--- src/rtl/cpu_pkg.sv ---
// Shared types and defaults for the CPU control path.
package cpu_pkg;

  typedef enum logic [2:0] {
    S_IDLE,
    S_FETCH,
    S_DECODE,
    S_EXEC,
    S_MEM,
    S_WB,
    S_HALT,
    S_FAULT
  } seq_state_t;

  localparam int unsigned DEFAULT_TIMEOUT = 15;

endpackage

--- src/rtl/wait_timer.sv ---
// Consecutive not-ready cycle counter shared by the FETCH and MEM waits.
module wait_timer
  import cpu_pkg::*;
#(
  parameter int unsigned TIMEOUT = DEFAULT_TIMEOUT
) (
  input  logic clk,
  input  logic rst,
  input  logic clear,
  input  logic count_en,
  output logic expired
);

  // A zero TIMEOUT disables expiry; keep at least one counter bit so the code stays legal.
  localparam int unsigned CNT_W = (TIMEOUT > 0) ? $clog2(TIMEOUT + 1) : 1;

  logic [CNT_W-1:0] count_q;

  // Count not-ready cycles; hold at the limit, clear on leaving or completing a wait.
  always_ff @(posedge clk) begin
    if (rst || clear) begin
      count_q <= '0;
    end else if (count_en && (count_q != CNT_W'(TIMEOUT))) begin
      count_q <= count_q + CNT_W'(1);
    end
  end

  assign expired = (TIMEOUT != 0) && (count_q == CNT_W'(TIMEOUT));

endmodule

--- src/rtl/cpu_sequencer.sv ---
// Multi-cycle fetch/decode/execute/memory/writeback sequencer with memory timeout.
module cpu_sequencer
  import cpu_pkg::*;
#(
  parameter int unsigned TIMEOUT = DEFAULT_TIMEOUT,
  parameter int unsigned COUNT_W = 32
) (
  input  logic               clk,
  input  logic               rst,
  input  logic               run,
  input  logic               imem_ready,
  input  logic               dmem_ready,
  input  logic               is_load,
  input  logic               is_store,
  input  logic               is_halt,
  input  logic               writes_reg,
  output logic               imem_req,
  output logic               ir_load,
  output logic               dmem_req,
  output logic               dmem_we,
  output logic               reg_write,
  output logic               pc_enable,
  output logic               halted,
  output logic               fault,
  output logic [COUNT_W-1:0] retired
);

  seq_state_t state_q;
  seq_state_t state_d;
  logic       in_wait;
  logic       wait_ready;
  logic       expired;
  logic       retire_c;

  assign in_wait    = (state_q == S_FETCH) || (state_q == S_MEM);
  assign wait_ready = (state_q == S_FETCH) ? imem_ready : dmem_ready;

  // Single timer serves both waits; it restarts whenever a wait ends or is not active.
  wait_timer #(
    .TIMEOUT (TIMEOUT)
  ) u_wait_timer (
    .clk      (clk),
    .rst      (rst),
    .clear    (!in_wait || wait_ready),
    .count_en (in_wait && !wait_ready),
    .expired  (expired)
  );

  // State register.
  always_ff @(posedge clk) begin
    if (rst) begin
      state_q <= S_IDLE;
    end else begin
      state_q <= state_d;
    end
  end

  // Next-state and strobe decode; reset masks every strobe so a discarded instruction never retires.
  always_comb begin
    state_d   = state_q;
    imem_req  = 1'b0;
    ir_load   = 1'b0;
    dmem_req  = 1'b0;
    dmem_we   = 1'b0;
    reg_write = 1'b0;
    halted    = 1'b0;
    fault     = 1'b0;
    retire_c  = 1'b0;

    case (state_q)
      S_IDLE: begin
        if (run) begin
          state_d = S_FETCH;
        end
      end
      S_FETCH: begin
        imem_req = 1'b1;
        if (imem_ready) begin
          ir_load = 1'b1;
          state_d = S_DECODE;
        end else if (expired) begin
          state_d = S_FAULT;
        end
      end
      S_DECODE: begin
        state_d = is_halt ? S_HALT : S_EXEC;
      end
      S_EXEC: begin
        if (is_load || is_store) begin
          state_d = S_MEM;
        end else if (writes_reg) begin
          state_d = S_WB;
        end else begin
          retire_c = 1'b1;
        end
      end
      S_MEM: begin
        dmem_req = 1'b1;
        dmem_we  = is_store && !is_load;
        if (dmem_ready) begin
          if (is_load) begin
            state_d = S_WB;
          end else begin
            retire_c = 1'b1;
          end
        end else if (expired) begin
          state_d = S_FAULT;
        end
      end
      S_WB: begin
        reg_write = 1'b1;
        retire_c  = 1'b1;
      end
      S_HALT: begin
        halted = 1'b1;
      end
      S_FAULT: begin
        fault = 1'b1;
      end
      default: begin
        state_d = S_IDLE;
      end
    endcase

    if (retire_c) begin
      state_d = run ? S_FETCH : S_IDLE;
    end

    if (rst) begin
      imem_req  = 1'b0;
      ir_load   = 1'b0;
      dmem_req  = 1'b0;
      dmem_we   = 1'b0;
      reg_write = 1'b0;
      halted    = 1'b0;
      fault     = 1'b0;
      retire_c  = 1'b0;
    end

    pc_enable = retire_c;
  end

  // Saturating retired-instruction counter.
  always_ff @(posedge clk) begin
    if (rst) begin
      retired <= '0;
    end else if (retire_c && (retired != '1)) begin
      retired <= retired + COUNT_W'(1);
    end
  end

endmodule

--- config.mk ---
export PLATFORM = sky130hd
export DESIGN_NAME = cpu_sequencer
export DESIGN_NICKNAME = d
export VERILOG_FILES = /design/src/rtl/cpu_pkg.sv /design/src/rtl/wait_timer.sv /design/src/rtl/cpu_sequencer.sv
export SDC_FILE = /design/constraint.sdc
export NUM_CORES = 1
export LEC_CHECK = 0
export CORE_MARGIN = 1.5
export CORE_UTILIZATION = 45
export DETAILED_ROUTE_END_ITERATION = 10
export MAX_ROUTING_LAYER = met4
export PLACE_DENSITY = 0.69
export SLEW_MARGIN = 30
export SYNTH_ARGS = -nofsm -noshare
export SYNTH_HDL_FRONTEND = slang
export SYNTH_SLANG_ARGS = --single-unit
--- constraint.sdc ---
create_clock -name clk -period 5.5 [get_ports clk]
set_clock_uncertainty 0.15 [all_clocks]
set_input_delay 0.825 -clock clk [delete_from_list [all_inputs] [get_ports clk]]
set_output_delay 0.825 -clock clk [all_outputs]
set_load 0.01 [all_outputs]
==> flow_summary.toml, run 1 <==
[cts]
numCtsBuffers = 5
cts_buffer_depth = 2
cts_setup_buffers = 0
ctsRootBufferMaster = "clkbuf_8"
cts_tree = "yes"
cts.repair.resized = 0
cts.sinks = 39
ctsHoldBuffers = 0
h-tree-depth = 2
clkTransAtPathRegs_ns = 0.07
clkLatencyLatePin_ns = 0.29

[yosys]
synth_top_family_by_area = "simple AND/OR/NAND/NOR gates"
synth_fa_ha_area_share_pct = 1.11
synth_xor_area_share_pct = 0.779
synth_edf_count = 0
synth.avg_cell_area_um2 = 8.15
yosys.area.top_type = "dfxtp_1"
synth_area_um2 = 2250
synth-compound-area-share_pct = 20.2
ys_types = 48
synth_nets = 287
synthSimpleGateAreaFrac_pct = 35.1
async_reset_ff_share_pct = 0
synth_top_area_share_pct = 34.7
ys_ff_latch = 39
yosys-top-cells-area = "dfxtp_1, a21oi_1, nor2_1"
synth_cells = 276
yosysSeqAreaShare_pct = 34.7
synth_mux_area_share_pct = 4.45
yosys_warnings = 0
synth_flop_cell = "dfxtp_1"

[worst_setup_path]
arrival_ns = 2.99
crit_top_cell = "clkdlybuf4s50_1"
cp_slowest_cell = "nor4b_4"
regToRegEndpoint = "retired[3]"
r2r_cells = 6
path_cells = "clkdlybuf4s50_1, nor2_1, nor4b_4, o21ai_2, inv_1, clkdlybuf4s50_1"
ff2ff_setup_slack_ns = 2.75
cp_top_family = "buffers and inverters"
crit_buf_inv = 3
start_kind = "input pin"
cp_max_fo = 15
endpoint_kind = "output pin"
r2r-start = "retired[0]"
worstPathRequired_ns = 4.53
path_class = "input pin to output pin"
slowest_delay_ns = 0.61

[sta]
holdWs_ns = 0.366
finalCritPeriodShare_pct = 72.1
tns_ns = 0
rsz0062_at_grt = "false"
fin_ws_ns = 1.53
setup_viol = 0
finalMaxSlewViolations = 0
relSlewSlack_pct = 44.2
fmax_mhz = 252
hold_violations = 0
tightest_slew_ns = 0.830
period_minus_slack_ns = 3.97

[worst_hold_path]
hold_path_depth = 2
hold_path_class = "flip-flop to flip-flop"
hold_end = "retired[8]"
hp-start = "retired[8]"

[grt]
antenna_found_initial = 0
grt_max_degree = 48
overflow = 0
grtUsageTotal_pct = 21.7
first_global_vias = 1919
grt_pass1_wl_um = 8960

[detailed_routing]
drc = 0
first_iter_violations = 77
wl_per_cell_um = 14.0
vias = 2202
drt_first_pass_iters = 4
routed_wl_um = 5430
vias_per_cell = 5.66
ant_nets = 0

[cells_and_area]
fillers = 468
drive_above_1_share_pct = 7.14
stdcell_area_um2 = 2870
fin_nets = 332
area_growth_pct = 27.4
antenna_cells = 0
fin_cells = 389
final_core_util_pct = 60.3

[floorplan]
num_rows = 25
die_h_um = 73.7
core_um2 = 4750
start_util_pct = 47.3
io_pins = 49
die_w_um = 73.7
dieArea_um2 = 5430

[run]
cap_violations = 0

[power_and_ir_drop]
seq_power_share_pct = 53.4
power_density_nw_per_um2 = 190
p_leak_nw = 0.900
power.total_mw = 0.545
p_int_mw = 0.418
combPwrFrac_pct = 7.5
vdd_ir_drop_max_v = 0.0000932
power_frac_clock_pct = 39.1
switchingPower_mw = 0.128
sw_frac_of_total_pct = 23.4

[placement]
hpwlAfterDp_um = 3790
portBuffers = 48
dp.cells = 381
dpl-instance-area_um2 = 2770
place_congestion = 0.831
preCtsSetupSlack_ns = 1.55

[status]
status = "finished clean"
cells by family after synthesis:
group	after synthesis
AND/OR/NAND/NOR	138
AO/OA/AOI/OAI	68
flip-flops	39
buffers and inverters	18
multiplexers	9
XOR/XNOR	2
adder cells (fa/ha/maj)	2
cell usage after synthesis (all sizes together) (3+ instances only):
master / instances
mux2: 8
inv: 7
nand4: 10
nand2b: 5
buf: 4
o31ai: 13
a21oi: 25
o211ai: 4
and4: 4
nor3: 9
dfxtp: 39
or2: 3
or4: 12
clkbuf: 7
nor2: 30
nor4: 5
o21ai: 15
nor2b: 10
or3: 9
nand2: 19
nor4b: 4
nand3: 12
worst register-to-register path: stages, from the launching register on:
cell and delay, ns:
dfxtp_1 0.41, ha_1 0.24, nand4_1 0.18, or4_1 0.65
nor2b_2 0.70, o311ai_0 0.23, o41ai_1 0.10
final cells by class:
class	count	area (um^2)	share of cell area [%]
sequential	39	781	27.2
clock buffer	8	100	3.49
multi-input combinational	219	1390	48.4
tap	67	83.8	2.92
timing repair buffer	49	488	17.0
inverter	7	26.3	0.917
how the worst max path moves through the flow:
| stage | cells after the start | to | startpoint |
|---|---|---|---|
| finish | 6 | pc_enable | is_load |
| global route | 6 | pc_enable | is_load |
| CTS | 6 | pc_enable | is_load |
| detailed placement | 6 | pc_enable | is_load |
| global placement | 6 | pc_enable | is_load |
| floorplan | 5 | pc_enable | is_load |
sequential cells by signal, summed over array words and instances, names as in the netlist:
name / flops
retired: 32
state_q: 3
u_wait_timer.count_q: 4
power by group through the flow:
stage	combinational (mW)	clock [mW]	sequential (mW)
floorplan	0.0301	0	0.294
global placement	0.0405	0	0.298
detailed placement	0.0408	0	0.298
CTS	0.0409	0.219	0.291
global route	0.0455	0.228	0.292
finish	0.0407	0.213	0.291
per-layer routing:
metal	vias up	global-route usage (%)	share of wire, %
met4	0	7.82	1.1
met1	1008	28.7	48
met5	-	-	0
met2	56	33.4	46
met3	5	3.57	5.7
li1	1133	-	-
cells in the final DEF (no fill, tap or decap), types with 2 or more instances in the layout:
master           count
ha_1                 2
a21oi_1             25
nand4_1             10
clkdlybuf4s50_1     48
a211oi_1             2
o21ai_0             13
mux2_1               5
dfxtp_1             39
nand2_1             19
nand3_1             12
xnor2_1              2
nor2b_1              9
and4_1               4
or2_2                3
nor4_1               5
nor3_1               9
or3_1                9
nor4b_1              3
o21ai_2              2
mux2_2               3
o211a_1              2
clkbuf_8             7
o31ai_1             13
or4_1               12
inv_1                7
nand2b_1             4
nor2_1              29
o211ai_1             4
Power figures use the tool's default switching activity.
==> run 2: changes to the inputs <==
Clock period 5.5 ns to 3.82 ns, I/O delays scaled along.
==> run 2 against run 1 <==
Net effect:
- flip-flop and latch count unchanged
- critical path depth unchanged
- core utilization grew 0.32 points
- die area unchanged
- combinational power rose by 44%
- count of clock-buffer cells in the layout did not move
- clock power up 46%
- setup slack worse by 0.80 ns
- non-clock buffer count grew 2
- sequential share of layout area decreased by 0.14 points
- sequential power increased by 44%
==> flow_summary.toml, run 2 (same netlist as run 1, synthesis figures left out) <==
[cts]
ctsHoldBuffers = 0
clkLatencyLatePin_ns = 0.29
cts.sinks = 39
cts_buffer_depth = 2
clkTransAtPathRegs_ns = 0.07
cts.repair.resized = 0
cts_setup_buffers = 0
ctsRootBufferMaster = "clkbuf_8"
numCtsBuffers = 5
h-tree-depth = 2
cts_tree = "yes"

[sta]
finalMaxSlewViolations = 0
relSlewSlack_pct = 46.2
hold_violations = 0
period_minus_slack_ns = 3.09
holdWs_ns = 0.365
fmax_mhz = 324
finalCritPeriodShare_pct = 80.8
tns_ns = 0
setup_viol = 0
rsz0062_at_grt = "false"
tightest_slew_ns = 0.803

[worst_setup_path]
cp_max_fo = 8
regToRegEndpoint = "retired[3]"
endpoint_kind = "output pin"
start_kind = "input pin"
arrival_ns = 2.36
r2r-start = "retired[0]"
r2r_cells = 6
ff2ff_setup_slack_ns = 1.02
startpoint = "dmem_ready"
worstPathRequired_ns = 3.10
path_class = "input pin to output pin"

[cells_and_area]
reg.largest.list = "retired: 32 flops, u_wait_timer.count_q: 4 flops, state_q: 3 flops"
drive_above_1_share_pct = 7.72
antenna_cells = 0
mostFrequentLayoutCells = "clkdlybuf4s50_1, dfxtp_1, nor2_1"
fillers = 455
area_growth_pct = 28.1
fin_nets = 334
regMostFlops = "retired"
largest_reg_flops = 32
final_common_cell = "clkdlybuf4s50_1"

[worst_hold_path]
hold_path_class = "flip-flop to flip-flop"
hp-start = "retired[18]"
hold_end = "retired[18]"
hold_path_depth = 2

[detailed_routing]
drc = 0
drt_first_pass_iters = 4
wl_per_cell_um = 13.8
routed_wl_um = 5400
first_iter_violations = 123
vias = 2275
ant_nets = 0
vias_per_cell = 5.82

[floorplan]
num_rows = 25
dieArea_um2 = 5430
core_um2 = 4750
die_h_um = 73.7
die_w_um = 73.7
io_pins = 49
start_util_pct = 47.3

[grt]
grt_pass1_wl_um = 8970
antenna_found_initial = 0
grtUsageTotal_pct = 21.4
overflow = 0
grt_max_degree = 43
first_global_vias = 1972

[power_and_ir_drop]
combPwrFrac_pct = 7.4
p_int_mw = 0.601
p_leak_nw = 0.909
seq_power_share_pct = 53.2
power_frac_clock_pct = 39.3
switchingPower_mw = 0.187
sw_frac_of_total_pct = 23.7
power_density_nw_per_um2 = 274
vdd_ir_drop_max_v = 0.000238

[status]
status = "finished clean"

[placement]
hpwlAfterDp_um = 3900
place_congestion = 0.885
portBuffers = 48

[run]
cap_violations = 0
[run 2: changes by cell type in the layout (fill, tap and decap cells not counted)]
cell	delta
buf_4	+2
[run 2: worst max-delay path by stage]
stage,to,slack (ns),depth (start not counted)
after floorplan,pc_enable,1.46,5
after global placement,pc_enable,0.75,6
after detailed placement,pc_enable,0.73,6
after CTS,pc_enable,0.73,6
after global routing,pc_enable,0.66,6
final,pc_enable,0.73,6
[run 2: area by class of cell]
| class | count | area, um^2 | area share (%) |
|---|---|---|---|
| multi-input cells | 219 | 1390 | 48.2 |
| well taps | 67 | 83.8 | 2.91 |
| flip-flops and latches | 39 | 781 | 27.1 |
| repair buffers | 51 | 503 | 17.5 |
| clock buffers | 8 | 100 | 3.47 |
| inverters | 7 | 26.3 | 0.912 |
[run 2: critical path, stage by stage]
cell and delay, ns:
clkdlybuf4s50_1 0.52, nor2b_1 0.19, o211a_1 0.37, o21ai_2 0.12
inv_1 0.07, clkdlybuf4s50_1 0.52
[run 2: through the flow]
step	cells	setup slack, ns	utilization [%]	total power [mW]	area, um^2
finish	391	0.734	60.6	0.789	2880
global route	391	0.657	60.6	0.816	2880
CTS	391	0.727	60.6	0.794	2880
detailed placement	383	0.727	58.5	0.488	2780
global placement	383	0.747	58.5	0.487	2780
floorplan	276	1.46	-	0.466	2250
[run 2: power by group through the flow]
stage | Clock (mW) | Combinational, mW | Sequential [mW]
finish | 0.310 | 0.0587 | 0.420
global route | 0.330 | 0.0657 | 0.421
CTS | 0.316 | 0.0587 | 0.420
detailed placement | 0 | 0.0586 | 0.429
global placement | 0 | 0.0581 | 0.429
floorplan | 0 | 0.0434 | 0.423
[run 2: metal layers]
layer  global-route usage (%)  vias up  wire length, um
met4                     4.94        0               51
met1                     27.5     1073             2530
met2                     35.2       59             2530
met3                     3.43        7              283
li1                         -     1136                -
met5                        -        -                0
==> run 3: changes to the inputs <==
Clock period 3.82 ns to 3.15 ns, I/O delays scaled along.
==> run 3 against run 2 <==
Net effect:
- final area rose by 0.65%
- wire length increased by 2.7%
- via count fell by 0.48%
- final cell count rose by 1.3%
- core utilization increased by 0.39 points
- clock power is 5% higher
- first-iteration DRC count grew 24%
- total power rose by 15%
- largest cell class unchanged
- largest power group unchanged
==> flow_summary.toml, run 3 (same netlist as run 1, synthesis figures left out) <==
[status]
status = "finished clean"

[detailed_routing]
vias_per_cell = 5.72
drc = 0
drt_first_pass_iters = 4
routed_wl_um = 5540
ant_nets = 0
vias = 2264
first_iter_violations = 153
wl_per_cell_um = 14.0

[power_and_ir_drop]
vdd_ir_drop_max_v = 0.000231
sw_frac_of_total_pct = 24.4
power_frac_clock_pct = 35.8
seq_power_share_pct = 56.0
combPwrFrac_pct = 8.2
power.total_mw = 0.909
switchingPower_mw = 0.222
p_leak_nw = 0.926
p_int_mw = 0.687
power_density_nw_per_um2 = 313

[floorplan]
die_h_um = 73.7
core_um2 = 4750
io_pins = 49
num_rows = 25
die_w_um = 73.7
dieArea_um2 = 5430
start_util_pct = 47.3

[sta]
hold_violations = 0
finalCritPeriodShare_pct = 87.2
holdWs_ns = 0.366
period_minus_slack_ns = 2.75
tns_ns = 0
tightest_slew_ns = 0.608
fmax_mhz = 364
rsz0062_at_grt = "false"
setup_viol = 0
finalMaxSlewViolations = 0
relSlewSlack_pct = 59.1

[grt]
grt_busiest_layer = "met2"
antenna_found_initial = 0
grt_max_degree = 25
met1_usage_pct = 29.0
globalRouteMet3Util_pct = 5.76
overflow = 0
grt_pass1_wl_um = 9160
grt_use_met2_pct = 34.0
first_global_vias = 1968
grtUsageTotal_pct = 21.9

[placement]
dpl-instance-area_um2 = 2820
portBuffers = 48
hpwlAfterDp_um = 3980
place_congestion = 0.889

[cells_and_area]
area_growth_pct = 28.9
antenna_cells = 0
regMostFlops = "retired"
mostFrequentLayoutCells = "clkdlybuf4s50_1, dfxtp_1, nor2_1"
fillers = 437
drive_above_1_share_pct = 8.81
largest_reg_flops = 32
final_common_cell = "clkdlybuf4s50_1"
fin_nets = 339
reg.largest.list = "retired: 32 flops, u_wait_timer.count_q: 4 flops, state_q: 3 flops"
stdcell_area_um2 = 2900

[cts]
ctsHoldBuffers = 0
ctsRootBufferMaster = "clkbuf_8"
clkLatencyLatePin_ns = 0.29
cts_tree = "yes"
h-tree-depth = 2
clkTransAtPathRegs_ns = 0.07
cts.repair.resized = 0
cts_buffer_depth = 2
cts_setup_buffers = 0
cts.sinks = 39
numCtsBuffers = 5

[worst_setup_path]
cp_max_fo = 11
path_class = "flip-flop to output pin"
start_kind = "flip-flop"
worstPathRequired_ns = 2.53
endpoint_kind = "output pin"
arrival_ns = 2.12

[run]
cap_violations = 0

[worst_hold_path]
hold_path_class = "flip-flop to flip-flop"
run 3: stage by stage:
step	worst slack [ns]	cells	utilization, %
after global placement	0.478	388	59.3
after floorplan	0.870	276	-
after detailed placement	0.466	388	59.3
after global routing	0.242	396	61.0
after CTS	0.400	396	61.0
final	0.403	396	61.0
run 3: worst paths after layout:
| check | depth (start not counted) | to | startpoint | slack, ns |
|---|---|---|---|---|
| setup / recovery | 5 | pc_enable | state_q[1] | 0.40 |
| hold / removal | 2 | retired[29] | retired[29] | 0.37 |
| setup reg to reg | 6 | retired[13] | retired[0] | 0.65 |
| hold reg to reg | 2 | retired[29] | retired[29] | 0.37 |
run 3: power by group through the flow:
stage	clock, mW	combinational [mW]	sequential, mW
final	0.326	0.0742	0.509
after global routing	0.367	0.0829	0.510
after CTS	0.338	0.0746	0.508
after detailed placement	0	0.0739	0.520
after global placement	0	0.0733	0.520
after floorplan	0	0.0526	0.512
run 3: final cells by class:
type	count	area (um^2)	area share, %
inverters	7	26.3	0.906
clock inverters	1	5.00	0.173
well taps	67	83.8	2.89
repair buffers	56	541	18.6
multi-input cells	219	1390	47.8
flip-flops and latches	39	781	26.9
clock buffers	7	76.3	2.63
run 3: routing by layer:
layer / share of wire, % / routed length (um)
met2: 45 / 2510
met4: 0.27 / 15
met3: 6.4 / 354
met5: 0 / 0
met1: 48 / 2660
run 3: worst max-delay path, cell delays in order (launching register included):
cell and delay, ns:
dfxtp_1 0.53, inv_1 0.23, nor4b_4 0.35, o21ai_2 0.13, inv_1 0.07, clkdlybuf4s50_1 0.53
